[src/rtl/fir_pkg.sv]
// rtl/fir_pkg.sv - shared FSM state encoding and clog2 helper for the symmetric FIR
package fir_pkg;

    typedef enum logic [1:0] {
        ST_IDLE = 2'd0,
        ST_MAC  = 2'd1,
        ST_OUT  = 2'd2
    } fir_state_t;

    function automatic int clog2(input int value);
        int r;
        r = 0;
        for (int i = 0; i < 31; i++) begin
            if ((1 << i) < value) r = i + 1;
        end
        return r;
    endfunction

endpackage

[src/rtl/fir_round_sat.sv]
// rtl/fir_round_sat.sv - round-half-up arithmetic shift and saturation to DW bits
module fir_round_sat #(
    parameter int IW    = 33,
    parameter int DW    = 16,
    parameter int SHIFT = 16
) (
    input  logic signed [IW-1:0] i_acc,
    output logic signed [DW-1:0] o_data
);

    logic signed [IW:0] w_sum;
    logic signed [IW:0] w_shifted;
    logic               w_in_range;

    // One guard bit keeps the rounding add from wrapping.
    if (SHIFT == 0) begin : g_no_round
        assign w_sum = {i_acc[IW-1], i_acc};
    end else begin : g_round
        assign w_sum = {i_acc[IW-1], i_acc} + ((IW+1)'(1) << (SHIFT - 1));
    end

    assign w_shifted  = w_sum >>> SHIFT;
    assign w_in_range = (w_shifted[IW:DW-1] == {(IW-DW+2){w_shifted[IW]}});
    assign o_data     = w_in_range   ? w_shifted[DW-1:0] :
                        w_shifted[IW] ? {1'b1, {(DW-1){1'b0}}} : {1'b0, {(DW-1){1'b1}}};

endmodule

[src/rtl/sym_fir_filter.sv]
// rtl/sym_fir_filter.sv - symmetric FIR with one time-shared pre-adder and MAC
module sym_fir_filter
    import fir_pkg::*;
#(
    parameter int DW    = 16,
    parameter int CW    = 12,
    parameter int NTAPS = 21,
    parameter int SHIFT = 16
) (
    input  logic                                 pClk,
    input  logic                                 pRst,
    input  logic                                 pInValid,
    output logic                                 pInReady,
    input  logic signed [DW-1:0]                 pFilterIn,
    output logic                                 pOutValid,
    output logic signed [DW-1:0]                 pFilterOut,
    input  logic                                 pCoefWe,
    input  logic [clog2((NTAPS+1)/2)-1:0]        pCoefAddr,
    input  logic signed [CW-1:0]                 pCoefData
);

    localparam int HALF = (NTAPS + 1) / 2;
    localparam int AW   = clog2(HALF);
    localparam int NW   = clog2(NTAPS);
    localparam int PW   = DW + CW + 1;
    localparam int ACCW = PW + AW;

    fir_state_t             r_state;
    logic [AW-1:0]          r_tap;
    logic signed [ACCW-1:0] r_acc;
    logic signed [DW-1:0]   r_dline [NTAPS];
    logic signed [CW-1:0]   r_coef  [HALF];
    logic                   r_in_ready;
    logic                   r_out_valid;
    logic signed [DW-1:0]   r_out;

    logic                   w_accept;
    logic                   w_coef_wr;
    logic                   w_centre;
    logic [NW-1:0]          w_lo_idx;
    logic [NW-1:0]          w_hi_idx;
    logic signed [DW-1:0]   w_x_lo;
    logic signed [DW-1:0]   w_x_hi;
    logic signed [DW:0]     w_pre;
    logic signed [CW-1:0]   w_coef;
    logic signed [PW-1:0]   w_prod;
    logic signed [DW-1:0]   w_round;

    assign w_accept  = pInValid && r_in_ready;
    assign w_coef_wr = pCoefWe && (r_state == ST_IDLE) && (int'(pCoefAddr) < HALF);
    assign w_centre  = (r_tap == AW'(HALF - 1));
    assign w_lo_idx  = NW'(r_tap);
    assign w_hi_idx  = NW'(NTAPS - 1) - NW'(r_tap);
    assign w_x_lo    = r_dline[w_lo_idx];
    assign w_x_hi    = r_dline[w_hi_idx];
    assign w_coef    = r_coef[r_tap];

    // Centre tap has no mirror partner, so it is only sign-extended.
    assign w_pre  = w_centre ? {w_x_lo[DW-1], w_x_lo}
                             : {w_x_lo[DW-1], w_x_lo} + {w_x_hi[DW-1], w_x_hi};
    assign w_prod = PW'(w_pre) * PW'(w_coef);

    fir_round_sat #(
        .IW    (ACCW),
        .DW    (DW),
        .SHIFT (SHIFT)
    ) u_round_sat (
        .i_acc  (r_acc),
        .o_data (w_round)
    );

    always_ff @(posedge pClk) begin
        if (pRst) begin
            r_state     <= ST_IDLE;
            r_tap       <= '0;
            r_acc       <= '0;
            r_in_ready  <= 1'b1;
            r_out_valid <= 1'b0;
            r_out       <= '0;
            for (int i = 0; i < NTAPS; i++) r_dline[i] <= '0;
            for (int i = 0; i < HALF; i++)  r_coef[i]  <= '0;
        end else begin
            r_out_valid <= 1'b0;
            if (w_coef_wr) r_coef[pCoefAddr] <= pCoefData;
            case (r_state)
                ST_IDLE: begin
                    if (w_accept) begin
                        for (int i = NTAPS - 1; i > 0; i--) r_dline[i] <= r_dline[i-1];
                        r_dline[0] <= pFilterIn;
                        r_tap      <= '0;
                        r_acc      <= '0;
                        r_in_ready <= 1'b0;
                        r_state    <= ST_MAC;
                    end
                end
                ST_MAC: begin
                    r_acc <= r_acc + ACCW'(w_prod);
                    if (w_centre) r_state <= ST_OUT;
                    else          r_tap   <= r_tap + AW'(1);
                end
                ST_OUT: begin
                    r_out       <= w_round;
                    r_out_valid <= 1'b1;
                    r_in_ready  <= 1'b1;
                    r_state     <= ST_IDLE;
                end
                default: r_state <= ST_IDLE;
            endcase
        end
    end

    assign pInReady   = r_in_ready;
    assign pOutValid  = r_out_valid;
    assign pFilterOut = r_out;

endmodule

[config.mk]
export PLATFORM = sky130hd
export DESIGN_NAME = sym_fir_filter
export DESIGN_NICKNAME = d
export VERILOG_FILES = /design/src/rtl/fir_pkg.sv /design/src/rtl/fir_round_sat.sv /design/src/rtl/sym_fir_filter.sv
export SDC_FILE = /design/constraint.sdc
export NUM_CORES = 2
export LEC_CHECK = 0
export ABC_AREA = 1
export ABC_CLOCK_PERIOD_IN_PS = 27600
export BUFFER_PORTS_ARGS = -buffer_cell sky130_fd_sc_hd__buf_2
export CELL_PAD_IN_SITES_DETAIL_PLACEMENT = 0
export CELL_PAD_IN_SITES_GLOBAL_PLACEMENT = 1
export CORE_ASPECT_RATIO = 0.9
export CORE_MARGIN = 5
export CORE_UTILIZATION = 54
export CTS_CLUSTER_DIAMETER = 60
export DETAILED_ROUTE_END_ITERATION = 10
export PLACE_DENSITY_LB_ADDON = 0.25
export SLEW_MARGIN = 20
export SYNTH_ARGS = -nofsm -noshare
export SYNTH_HDL_FRONTEND = slang
export SYNTH_HIERARCHICAL = 1
export SYNTH_SLANG_ARGS = --single-unit
export TNS_END_PERCENT = 20
[constraint.sdc]
create_clock -name pClk -period 27.6 [get_ports pClk]
set_input_delay 4.14 -clock pClk [delete_from_list [all_inputs] [get_ports pClk]]
set_output_delay 4.14 -clock pClk [all_outputs]
set_load 0.005 [all_outputs]
---- After elaboration in Yosys (flattened, before gate mapping) ----
Memory sizes are Yosys's and may differ from the RTL's. A register that Yosys moved wholly into a read port is not among the register bits.
Index checks and enable logic that the tools add are counted.
cells by class
  add/sub/neg operators ................... 5
  multipliers ............................. 1
  $lt $le $gt $ge ......................... 1
  equal/unequal tests ..................... 7
  mux-type cells .......................... 51
  bitwise gates (word level) .............. 21
  reductions and logical operators ........ 11
operator list
  kind                      number
  $mux W16                  23
  $pmux W33 S2              1
  $add A33 B17 Y34 const B  1
  $add A33 B29 Y33          1
  $mux W33                  1
  $mul A17 B12 Y29          1
  $or A1 B1 Y1              21
  $mux W4                   5
  $add A16 B16 Y17          1
  $mux W17                  1
  $mux W1                   12
  $mux W12                  1
  $reduce_or A12 Y1         1
  $mux W5                   2
  $pmux W4 S2               1
  $ne A2 B2 Y1 const B      3
  $reduce_and A2 Y1         3
  $sub A5 B4 Y5 const A     1
  $add A4 B1 Y4 const B     1
  $eq A4 B4 Y1 const B      1
  $lt A4 B4 Y1 const B      1
  $mux W2                   2
  $pmux W2 S2               1
  $reduce_bool A2 Y1        2
  7 further kinds           9
storage, ports and cells
  bits in registers ....................... 57
  bits in writable memories ............... 468
  bits of input ports ..................... 36
  output and inout bits ................... 18
  word-level logic and storage cells ...... 105
  memories kept ........................... 2
memory list
  name     depth  width  rd ports  clocked after memory_dff  write ports  line                  source
  r_dline  21     16     22        1                         21           sym_fir_filter.sv:31  logic signed [DW-1:0] r_dline [NTAPS];
  r_coef   11     12     1         1                         11           sym_fir_filter.sv:32  logic signed [CW-1:0] r_coef [HALF];

---- Logic depth before layout (Yosys ltp) ----
  depth in word-level cells ............... 8
  depth in mapped cells ................... 50
  gate-level depth less buffers ........... 47

---- Cells and area by module ----
Netlist, hierarchy kept.
modules (own cells, without submodules)
  module          instances  cells an instance  area an instance (um^2)  seq. area each (um^2)
  sym_fir_filter  1          4459               38637.1                  16956.3
  fir_round_sat   1          125                674.4                    0.0

---- Least setup slack after synthesis ----
Ideal clock, no wire load.
  path type ............................... input to register
  start point ............................. input port pRst
  end point ............................... memory r_dline[0][0], enable pin
  setup time .............................. 2526 ps
  arrival ................................. 9739 ps
  required time ........................... 25074 ps
  slack ................................... 15335 ps
  cell stages on the path ................. 2
  path buffers ............................ 0
  path through ............................ inv_1 nand2_1
RTL lines
  what                line                  source
  start: declaration  sym_fir_filter.sv:11  input logic pRst,
  end: declaration    sym_fir_filter.sv:31

==> key figures <==
Outcome
  • Outcome: complete, no violations

Finish
  • Ant diodes: 0
  • Layout cells sized above 1: 0.0543
  • Layout area overhead: 7.16%
  • Fin area: 42100 µm²
  • Fill cells: 6447
  • Multi-input logic area: 18500 µm²
  • Sequential Area: 17000 µm²
  • Fin nets: 4931
  • Layout Utilization: 0.586

Route
  • Final WL: 105000 µm
  • Remaining DRCs: 0
  • Wire per inst: 18.9 µm
  • DRT Pass-1 Iters: 6
  • DR vias: 30701
  • DR vias/cell: 5.53
  • 1st-iter DRT viols: 2717
  • Number of nets still failing antenna checks after routing: 0

Logic synthesis
  • Total number of yosys warnings: 6
  • Post-synth top flop: edfxtp_1
  • Sequential-to-total area share from yosys stat: 0.431
  • Post-Syn Instances: 4584
  • EDFF count, synth: 516
  • Synth unique cells: 49
  • Most frequent cells after synthesis: inv_1 (747), nor2_1 (693), nand2_1 (610)
  • Mapped Avg Cell Area: 8.58 µm²
  • Yosys reg bits: 589
  • Synth top area share: 0.394
  • Area leader, netlist: edfxtp_1
  • Mapped cell area: 39300 µm²
  • Async SR Flop Fraction: 0
  • Count leader, synth: inv_1
  • Top cells by area, synth: edfxtp_1 (39%), fa_1 (12%), inv_1 (7.1%)

Floorplan
  • Core ar.: 71900 µm²
  • Die span in y: 266 µm
  • Die area: 78300 µm²
  • Die Width: 294 µm
  • # IOs: 54
  • Row count: 93
  • Initial Util: 0.547

Place
  • Placed cell area: 40100 µm²
  • Final HPWL DP: 69200 µm
  • Gpl congestion: 0.911
  • I/O Buffers: 53

STA
  • Setup violators final: 0
  • Clock Skew: 35.4 ps
  • Max Transition Viols Final: 0
  • Hold Fails Final Rpt: 0
  • Setup repair after global routing missed its margin: no
  • Final min period: 9840 ps
  • F_max: 102 MHz
  • Tcrit/Tclk final: 0.356
  • Slew HR: 0.189
  • Worst Max-Slew Pin Slew: 1220 ps
  • Setup_tns: 0 ps

Flow run
  • Total of max-cap violations: 0

CTS
  • Clock sink total: 589
  • CTS Buf Count: 66
  • CTS-repair resized insts: 0
  • Postcts setup bufs: 0
  • Worst-skew pair later-pin latency: 620 ps
  • Clk slew on worst S/H paths: 60 ps
  • Cts hold-fix bufs: 0
  • CTS tree: yes
  • H-tree Lvls: 3
  • Largest buffer count on any clock path: 3
  • Clock Tree Root: clkbuf_16

Global routing
  • Number of global-route vias before repair: 29820
  • First-pass GRT wire length: 166000 µm
  • Total track usage: 0.266
  • Grt total ovfl: 0
  • Largest net degree at the start of global routing: 209
  • Initial antenna violation count: 1

Worst setup path
  • CP max stage delay: 930 ps
  • CP endpoint kind: flop
  • Crit-path slowest cell: buf_4
  • Critical Path Start Type: flop
  • CP dominant cell by count: nand2_1
  • Crit path DAT: 10290 ps
  • Worst-path maximum fanout: 114
  • Data required, critical path: 28060 ps
  • WS Path Type: flop to flop

Hold path
  • Hold Crit Class: flop to flop
per-stage QoR:
step	worst slack, ps	cells	hold slack, ps
after floorplan	15330	4643	425
after global placement	18030	5437	433
after detailed placement	17900	5437	441
after CTS	17880	5553	449
after global routing	17040	5553	464
final	17760	5553	450
cell families after synthesis:
kind of cell / share of synthesized area
muxes: 0.00382
adders and majority gates: 0.153
and+or+nand+nor: 0.192
other: 0.0000954
xor gates and xnor gates: 0.00465
buffers and inverters: 0.104
DFF: 0.431
AOI/OAI and AO/OA: 0.111
per-layer routing:
| metal | part of all wire | vias to the layer above | track usage | wire [µm] |
|---|---|---|---|---|
| met2 | 0.45 | 1102 | 0.416 | 47500 |
| met3 | 0.072 | 161 | 0.0427 | 7530 |
| met4 | 0.026 | 0 | 0.0711 | 2710 |
| met1 | 0.45 | 14626 | 0.390 | 47000 |
| li1 | - | 14812 | - | - |
| met5 | 0 | - | 0 | 0 |
worst max-delay path: cells and delay by family, from the launching register on:
kind            cells  cell delay (ps)
compound gates      3              290
fa+ha+maj           9             3930
buf+inv             5             2340
flops               1              470
simple gates       20             2440
cells in the final DEF (no fill, tap or decap), types with 5 or more instances in the layout:
cell and count:
nor2_2 7, or2_2 7, clkbuf_16 68, clkbuf_1 16
clkinvlp_4 5, clkinv_2 8, mux2i_1 15, buf_2 53
nand3b_1 7, inv_1 745, conb_1 60, nand4_1 24
nand3_1 416, nand3_2 10, nand2_1 608, nand2_2 19
o211ai_1 7, inv_2 16, ha_1 103, xor2_1 7
o21bai_1 7, o221ai_1 35, a22o_1 19, a21oi_1 371
nor2_1 691, fa_1 236, o21ai_1 5, o21ai_0 341
dfxtp_1 69, buf_4 30, a21boi_0 8, clkinv_1 12
xnor2_1 12, edfxtp_1 516
worst paths after layout:
kind                 startpoint       endpoint  slack, ps  depth (start not counted)
setup reg to reg           flop      r_acc[32]      17760                         37
hold / removal    r_coef[10][4]  r_coef[10][4]        450                          2
hold reg to reg   r_coef[10][4]  r_coef[10][4]        450                          2
setup / recovery           flop      r_acc[32]      17760                         37
sequential cells by signal (all words and copies together) (netlist names), named ones only:
| register | count |
|---|---|
| r_state | 2 |
| r_acc | 33 |
| pOutValid | 1 |
| r_dline | 336 |
| pInReady | 1 |
| r_coef | 192 |
| r_tap | 4 |
| pFilterOut | 16 |
layout make-up:
cell class,count,share of cell area
clock buffer,84,0.0418
clock inverter,32,0.00627
inverter,764,0.0683
multi-input combinational,3049,0.440
sequential,589,0.403
tap,950,0.0282
timing repair buffer,85,0.0124
Power is left out: the tool's default activity adds up to more than one toggle a clock period on the data nets, which glitch-free logic cannot reach.
